`config.mk`:
```
export PLATFORM = sky130hd
export DESIGN_NAME = rd_fifo_space_ctrl_flat
export DESIGN_NICKNAME = d
export VERILOG_FILES = /design/src/rtl/vdma_ctrl_pkg.sv /design/src/rtl/rd_fifo_space_ctrl_if.sv /design/src/rtl/rd_space_qual.sv /design/src/rtl/rd_fifo_space_ctrl.sv /design/src/flat_wrapper.sv
export SDC_FILE = /design/constraint.sdc
export NUM_CORES = 1
export LEC_CHECK = 0
export CORE_MARGIN = 2
export CORE_UTILIZATION = 55
export CTS_BUF_LIST = sky130_fd_sc_hd__clkbuf_4 sky130_fd_sc_hd__clkbuf_8 sky130_fd_sc_hd__clkbuf_16
export CTS_CLUSTER_DIAMETER = 100
export CTS_CLUSTER_SIZE = 30
export DETAILED_ROUTE_END_ITERATION = 6
export GPL_TIMING_DRIVEN = 0
export HOLD_SLACK_MARGIN = 0.12
export MAX_ROUTING_LAYER = met4
export PLACE_DENSITY = 0.92
export SETUP_SLACK_MARGIN = 0.02
export SKIP_CTS_REPAIR_TIMING = 1
export SKIP_LAST_GASP = 1
export SYNTH_ARGS = -nofsm -noshare
export SYNTH_HDL_FRONTEND = slang
export SYNTH_SLANG_ARGS = --single-unit
```
`constraint.sdc`:
```
create_clock -name clock -period 3.4 [get_ports clock]
set_clock_uncertainty 0.2 [all_clocks]
set_input_delay 0.34 -clock clock [delete_from_list [all_inputs] [get_ports clock]]
set_output_delay 0.34 -clock clock [all_outputs]
set_load 0.01 [all_outputs]
```
`src/rtl/vdma_ctrl_pkg.sv`:
```
// Shared constants and types for the VDMA read- and write-side FIFO controllers.
package vdma_ctrl_pkg;

  localparam int unsigned RD_THRESHOLD = 200;
  localparam int unsigned RD_DEPTH     = 512;
  localparam int unsigned RD_LSIZE     = 9;
  localparam int unsigned RD_FSIZE     = 24;
  localparam int unsigned RD_CNT_W     = 10;
  localparam int unsigned RD_SPACE_W   = 11;

  // Write-side controller drains the FIFO in bursts once enough words are buffered.
  localparam int unsigned WR_THRESHOLD = 256;
  localparam int unsigned WR_DEPTH     = 512;
  localparam int unsigned WR_LSIZE     = 9;
  localparam int unsigned WR_FSIZE     = 24;

  typedef enum logic [2:0] {
    RD_IDLE      = 3'd0,
    RD_NEED_RD   = 3'd1,
    RD_TAIL      = 3'd2,
    RD_WAIT_DONE = 3'd3,
    RD_FSH       = 3'd4
  } rd_state_e;

  typedef enum logic [1:0] {
    WR_IDLE      = 2'd0,
    WR_NEED_WR   = 2'd1,
    WR_WAIT_DONE = 2'd2,
    WR_FSH       = 2'd3
  } wr_state_e;

  typedef struct packed {
    logic burst_ok;
    logic tail_ok;
  } rd_qual_t;

  // Free words in the FIFO; an over-reported fill level counts as full.
  function automatic logic [RD_SPACE_W-1:0] fifo_space(input logic [RD_CNT_W-1:0] cnt,
                                                       input int unsigned depth);
    logic [RD_SPACE_W-1:0] cnt_w;
    logic [RD_SPACE_W-1:0] dep_w;
    cnt_w = RD_SPACE_W'(cnt);
    dep_w = RD_SPACE_W'(depth);
    return (cnt_w > dep_w) ? '0 : (dep_w - cnt_w);
  endfunction

endpackage

```
`src/rtl/rd_fifo_space_ctrl_if.sv`:
```
// Read-request handshake between the FIFO space controller and the AXI read master.
interface rd_fifo_space_ctrl_if #(
  parameter int unsigned LSIZE = vdma_ctrl_pkg::RD_LSIZE
) ();

  logic             burst_req;
  logic             tail_req;
  logic [LSIZE-1:0] req_len;
  logic             resp;
  logic             done;

  modport master (
    output burst_req,
    output tail_req,
    output req_len,
    input  resp,
    input  done
  );

  modport slave (
    input  burst_req,
    input  tail_req,
    input  req_len,
    output resp,
    output done
  );

endinterface

```
`src/rtl/rd_space_qual.sv`:
```
// Computes free FIFO space and registers the burst/tail issue qualifiers each cycle.
module rd_space_qual
  import vdma_ctrl_pkg::*;
#(
  parameter int unsigned THRESHOLD = RD_THRESHOLD,
  parameter int unsigned DEPTH     = RD_DEPTH,
  parameter int unsigned FSIZE     = RD_FSIZE
) (
  input  logic                clock,
  input  logic                rst_n,
  input  logic [RD_CNT_W-1:0] count,
  input  logic [FSIZE-1:0]    remain,
  output rd_qual_t            qual_q
);

  localparam logic [RD_SPACE_W-1:0] THR_SP = RD_SPACE_W'(THRESHOLD);
  localparam logic [FSIZE-1:0]      THR_RM = FSIZE'(THRESHOLD);

  logic [RD_SPACE_W-1:0] space_c;
  logic [FSIZE-1:0]      space_ext_c;
  rd_qual_t              qual_d;

  // Burst and tail windows are split at THRESHOLD, so at most one flag is ever set.
  always_comb begin
    space_c          = fifo_space(count, DEPTH);
    space_ext_c      = FSIZE'(space_c);
    qual_d           = '0;
    qual_d.burst_ok  = (space_c >= THR_SP) && (remain >= THR_RM);
    qual_d.tail_ok   = (remain != '0) && (remain < THR_RM) && (space_ext_c >= remain);
  end

  always_ff @(posedge clock or negedge rst_n) begin
    if (!rst_n) begin
      qual_q <= '0;
    end else begin
      qual_q <= qual_d;
    end
  end

endmodule

```
`src/rtl/rd_fifo_space_ctrl.sv`:
```
// Read-side FIFO space controller: splits a frame into THRESHOLD-word bursts plus a
// short tail, issuing each request only once the FIFO has room for all of its data.
module rd_fifo_space_ctrl
  import vdma_ctrl_pkg::*;
#(
  parameter int unsigned THRESHOLD = RD_THRESHOLD,
  parameter int unsigned DEPTH     = RD_DEPTH,
  parameter int unsigned LSIZE     = RD_LSIZE,
  parameter int unsigned FSIZE     = RD_FSIZE
) (
  input  logic                 clock,
  input  logic                 rst_n,
  input  logic [RD_CNT_W-1:0]  count,
  input  logic                 frame_start,
  input  logic [FSIZE-1:0]     frame_words,
  output logic                 busy,
  output logic                 frame_done,
  rd_fifo_space_ctrl_if.master rd_if
);

  localparam logic [LSIZE-1:0] BURST_LEN = LSIZE'(THRESHOLD);

  rd_state_e        state_q,      state_d;
  logic             busy_q,       busy_d;
  logic [FSIZE-1:0] remain_q,     remain_d;
  logic             burst_req_q,  burst_req_d;
  logic             tail_req_q,   tail_req_d;
  logic [LSIZE-1:0] req_len_q,    req_len_d;
  logic             frame_done_q, frame_done_d;
  logic             start_acc_c;
  logic             issuing_c;
  rd_qual_t         qual;

  rd_space_qual #(
    .THRESHOLD (THRESHOLD),
    .DEPTH     (DEPTH),
    .FSIZE     (FSIZE)
  ) u_qual (
    .clock  (clock),
    .rst_n  (rst_n),
    .count  (count),
    .remain (remain_q),
    .qual_q (qual)
  );

  always_ff @(posedge clock or negedge rst_n) begin
    if (!rst_n) begin
      state_q      <= RD_IDLE;
      busy_q       <= 1'b0;
      remain_q     <= '0;
      burst_req_q  <= 1'b0;
      tail_req_q   <= 1'b0;
      req_len_q    <= '0;
      frame_done_q <= 1'b0;
    end else begin
      state_q      <= state_d;
      busy_q       <= busy_d;
      remain_q     <= remain_d;
      burst_req_q  <= burst_req_d;
      tail_req_q   <= tail_req_d;
      req_len_q    <= req_len_d;
      frame_done_q <= frame_done_d;
    end
  end

  // done is ignored while a request is pending, even when it coincides with resp.
  always_comb begin
    state_d = state_q;
    unique case (state_q)
      RD_IDLE: begin
        if (busy_q && qual.tail_ok) begin
          state_d = RD_TAIL;
        end else if (busy_q && qual.burst_ok) begin
          state_d = RD_NEED_RD;
        end
      end
      RD_NEED_RD, RD_TAIL: begin
        if (rd_if.resp) begin
          state_d = RD_WAIT_DONE;
        end
      end
      RD_WAIT_DONE: begin
        if (rd_if.done) begin
          state_d = RD_FSH;
        end
      end
      RD_FSH:  state_d = RD_IDLE;
      default: state_d = RD_IDLE;
    endcase
  end

  always_comb begin
    start_acc_c  = frame_start && !busy_q && (frame_words != '0);
    issuing_c    = (state_q == RD_NEED_RD) || (state_q == RD_TAIL);
    busy_d       = busy_q;
    remain_d     = remain_q;
    burst_req_d  = 1'b0;
    tail_req_d   = 1'b0;
    req_len_d    = '0;
    frame_done_d = 1'b0;

    if (start_acc_c) begin
      busy_d   = 1'b1;
      remain_d = frame_words;
    end
    if (issuing_c && rd_if.resp) begin
      remain_d = remain_q - FSIZE'(req_len_q);
    end
    // The settle cycle after the last transfer closes the frame.
    if ((state_q == RD_FSH) && (remain_q == '0)) begin
      busy_d = 1'b0;
    end

    burst_req_d  = (state_d == RD_NEED_RD);
    tail_req_d   = (state_d == RD_TAIL);
    frame_done_d = (state_d == RD_FSH) && (remain_d == '0);
    unique case (state_d)
      RD_NEED_RD:   req_len_d = BURST_LEN;
      RD_TAIL:      req_len_d = remain_d[LSIZE-1:0];
      RD_WAIT_DONE: req_len_d = req_len_q;
      default:      req_len_d = '0;
    endcase
  end

  assign busy            = busy_q;
  assign frame_done      = frame_done_q;
  assign rd_if.burst_req = burst_req_q;
  assign rd_if.tail_req  = tail_req_q;
  assign rd_if.req_len   = req_len_q;

  // Request strobes are mutually exclusive and only present with a frame in flight.
  a_req_excl: assert property (@(posedge clock) disable iff (!rst_n)
    !(burst_req_q && tail_req_q));
  a_req_busy: assert property (@(posedge clock) disable iff (!rst_n)
    (burst_req_q || tail_req_q || frame_done_q) |-> busy_q);

endmodule

```
`src/flat_wrapper.sv`:
```
// flat-port wrapper written by rule: the top's interface ports become plain ports
module rd_fifo_space_ctrl_flat import vdma_ctrl_pkg::*;
#(
  parameter int unsigned THRESHOLD = RD_THRESHOLD,
  parameter int unsigned DEPTH     = RD_DEPTH,
  parameter int unsigned LSIZE     = RD_LSIZE,
  parameter int unsigned FSIZE     = RD_FSIZE
)
  (clock, rst_n, count, frame_start, frame_words, busy, frame_done, rd_if_burst_req, rd_if_tail_req, rd_if_req_len, rd_if_resp, rd_if_done);
  rd_fifo_space_ctrl_if #(.LSIZE(LSIZE)) rd_if_i ();
  input  logic clock;
  input  logic rst_n;
  input  logic [RD_CNT_W-1:0] count;
  input  logic frame_start;
  input  logic [FSIZE-1:0] frame_words;
  output logic busy;
  output logic frame_done;
  output wire logic [$bits(rd_if_i.burst_req)-1:0] rd_if_burst_req;
  output wire logic [$bits(rd_if_i.tail_req)-1:0] rd_if_tail_req;
  output wire logic [$bits(rd_if_i.req_len)-1:0] rd_if_req_len;
  input wire logic [$bits(rd_if_i.resp)-1:0] rd_if_resp;
  input wire logic [$bits(rd_if_i.done)-1:0] rd_if_done;
  assign rd_if_burst_req = rd_if_i.burst_req;
  assign rd_if_tail_req = rd_if_i.tail_req;
  assign rd_if_req_len = rd_if_i.req_len;
  assign rd_if_i.resp = rd_if_resp;
  assign rd_if_i.done = rd_if_done;
  rd_fifo_space_ctrl #(.THRESHOLD(THRESHOLD), .DEPTH(DEPTH), .LSIZE(LSIZE), .FSIZE(FSIZE)) u_core (.clock(clock), .rst_n(rst_n), .count(count), .frame_start(frame_start), .frame_words(frame_words), .busy(busy), .frame_done(frame_done), .rd_if(rd_if_i));
endmodule
```
==> results.tsv <==
stage	metric	value	unit
route	detail_route.wl_per_cell	18.9	um
floorplan	fp-row-count	29	
cts	cts_root_buffer	clkbuf_8	
route	routed_via_density	6.35	
placed_design	pre_cts_slack	-0.495	ns
setup_path	cp-startpoint	u_core.remain_q[0]	
sta	fin_crit	3.28	ns
sta	holdWs	0.212	ns
floorplan	core	0.00624	sq mm
sta	finalSetupViolCount	0	
global_route	overflow	0	
synth	synth_area_leaders	dfrtp_1 30%, ha_1 7.5%, nor2_1 3.8%, inv_1 3.7%, nand2_1 3.4%	
synth	synth_top_flop_cell	dfrtp_1	
setup_path	critPathKind	reg2reg	
setup_path	rr_worst_depth	12	
placed_design	dp.cells	527	
synth	synthTopCellsByCount	42 x dfrtp_1, 35 x nor2_1, 34 x inv_1	
synth	synth_edf_count	0	
global_route	grt_util_all_layers	29.8	%
sta	rsz0062_at_grt	true	
layout	final.fill_count	505	
setup_path	required	3.42	ns
sta	fin_crit_sh	96.5	%
cts	htree_levels	2	
floorplan	start_util	56.0	%
placed_design	dp.final_hpwl	7900	um
route	drcViolationCount	0	
global_route	grt_pass1_vias	3181	
sta	worst_slack	0.119	ns
setup_path	r2r_slack	0.12	ns
setup_path	worstPathArrival	3.30	ns
setup_path	crit_path_end_kind	flip-flop	
layout	drive_above_1_share	13.4	%
synth	ys_seq_area_share	30.1	%
global_route	antenna_found_initial	0	
synth	synth_area_per_cell	8.76	sq um
setup_path	rr_startpoint	u_core.remain_q[0]	
cts	clkTransAtPathRegs	0.09	ns
sta	worstMarginPinSlew	0.693	ns
floorplan	die_y	83.7	um
setup_path	worstPathMaxFanout	5	
floorplan	design.die.area	0.00701	sq mm
cts	clock_latency	0.31	ns
setup_path	rr_endpoint	u_core.frame_done	
synth	yosysTopAreaCell	dfrtp_1	
cts	cts_buffer_depth	2	
synth	syn_inst	399	
global_route	grt_pass1_wl	16200	um
layout	final_nets	523	
cts	cts_buffers	5	
hold_path	hp-class	in2async	
placed_design	io_buffers	50	
layout	multi_input_area	0.00226	sq mm
synth	yosys_warnings	0	
sta	finalMaxSlewViolations	0	
flow_run	maxCapViolCount	0	
layout	instances_no_fill	540	
sta	hold_violations	0	
power_and_ir_drop	power_density	801	mW/mm^2
synth	synth_fp_nets	460	
sta	relSlewSlack	53.8	%
route	drt.antenna.violating_nets	0	
floorplan	die_w	83.7	um
power_and_ir_drop	peakVddDrop	0.752	mV
sta	fmax	0.305	GHz
route	wirelength	10200	um
route	vias	3431	
cts	cts_tree	done	
layout	fin_area	0.00429	sq mm
setup_path	start_kind	flip-flop	
cts	clock_sinks	42	
synth	async_flop_share	100	%
synth	synth_seq_cells	42	
run_status	status	completed	
synth	yosysUniqueCellTypes	72	
synth	synth_top_cell_area_share	30.1	%
route	first_iter_violations	266	
synth	yosysMostFrequentCell	dfrtp_1	
floorplan	ios	52	
placed_design	postPlaceCellArea	0.00411	sq mm
sta	fin_tns_setup	0	ns
power_and_ir_drop	leakage	1.85	nW
global_route	grt_max_degree	35	
layout	syn_to_final_growth	22.7	%
layout	diodes	0	
route	drt_pass1_iterations	5	
synth	syn-cell-area	0.00350	sq mm
layout	regArea	0.00105	sq mm
placed_design	gp_congestion	0.986	
worst max-delay path: stages, from the launching register on:
cell      delay (ns)
dfrtp_1         0.42
inv_1           0.11
ha_2            0.20
inv_1           0.07
fa_2            0.36
a211oi_2        0.32
o21ai_2         0.15
a21oi_2         0.29
nand3b_1        0.13
nor3_1          0.15
nor3_1          0.09
or4_1           0.55
nor3_2          0.14
how the worst max path moves through the flow:
stage	endpoint	slack (ns)
after floorplan	u_core.frame_done	0.40
after global placement	u_core.u_qual.qual_q[0]	-0.36
after detailed placement	u_core.u_qual.qual_q[0]	-0.50
after CTS	u_core.frame_done	-0.21
after global routing	u_core.frame_done	-0.11
final	u_core.frame_done	0.12
per-stage QoR:
stage / utilization (%) / total power, mW
3_3_place_gp: 65.6 / 2.89
3_5_place_dp: 65.8 / 2.94
2_1_floorplan: - / 2.28
4_1_cts: 67.3 / 3.29
5_1_grt: 68.7 / 3.69
6_report: 68.7 / 3.43
layout make-up:
type,count,share of cell area [%]
plain buffers,13,2.27
clock buffers,5,1.60
clock inverters,3,0.496
inverters,34,2.97
multi-input cells,310,52.8
flip-flops and latches,42,24.5
well taps,77,2.25
repair buffers,56,13.1
registers in the layout, summed over array words and instances (netlist names):
signal	cells
u_core.busy	1
u_core.u_qual.qual_q	2
u_core.rd_if.burst_req	1
u_core.remain_q	24
u_core.frame_done	1
u_core.state_q	3
u_core.rd_if.req_len	9
u_core.rd_if.tail_req	1
report_power, final:
group / internal [mW] / total (mW) / leakage (nW) / switching [mW]
Sequential: 0.661 / 0.817 / 0.488 / 0.156
Combinational: 0.923 / 2.27 / 1.32 / 1.35
Clock: 0.145 / 0.346 / 0.0441 / 0.201
Total: 1.73 / 3.43 / 1.85 / 1.71
placed cells by master, fill, tap and decap left out, drive strengths merged, types with 6 or more instances in the layout:
cell type,n
clkdlybuf4s50,46
dfrtp,42
nor2,36
inv,34
nand2,34
a21oi,24
o21ai,22
ha,21
buf,18
nor3,14
nor4,14
a21o,11
nand3,10
xnor2,8
and2,8
a211oi,8
o22ai,7
nor2b,6
xor2,6
mux2i,6
a311oi,6
clkbuf,6
routing by layer:
layer | up-vias | global-route usage [%] | wire length [um]
li1 | 1598 | - | -
met1 | 1610 | 41.9 | 4460
met2 | 194 | 44.9 | 4670
met3 | 29 | 3.96 | 762
met4 | 0 | 9.82 | 316
met5 | - | - | 0
logic make-up (layout without fill, tap and decap cells):
family,count (synthesis),in the layout,synth area share [%]
AO/OA/AOI/OAI,119,119,24.3
XOR/XNOR,14,14,3.51
adder cells (fa/ha/maj),22,22,8.09
buffers and inverters,47,111,6.44
flip-flops,42,42,30.1
multiplexers,7,7,2.15
AND/OR/NAND/NOR,148,148,25.4
Power figures use the tool's default switching activity.
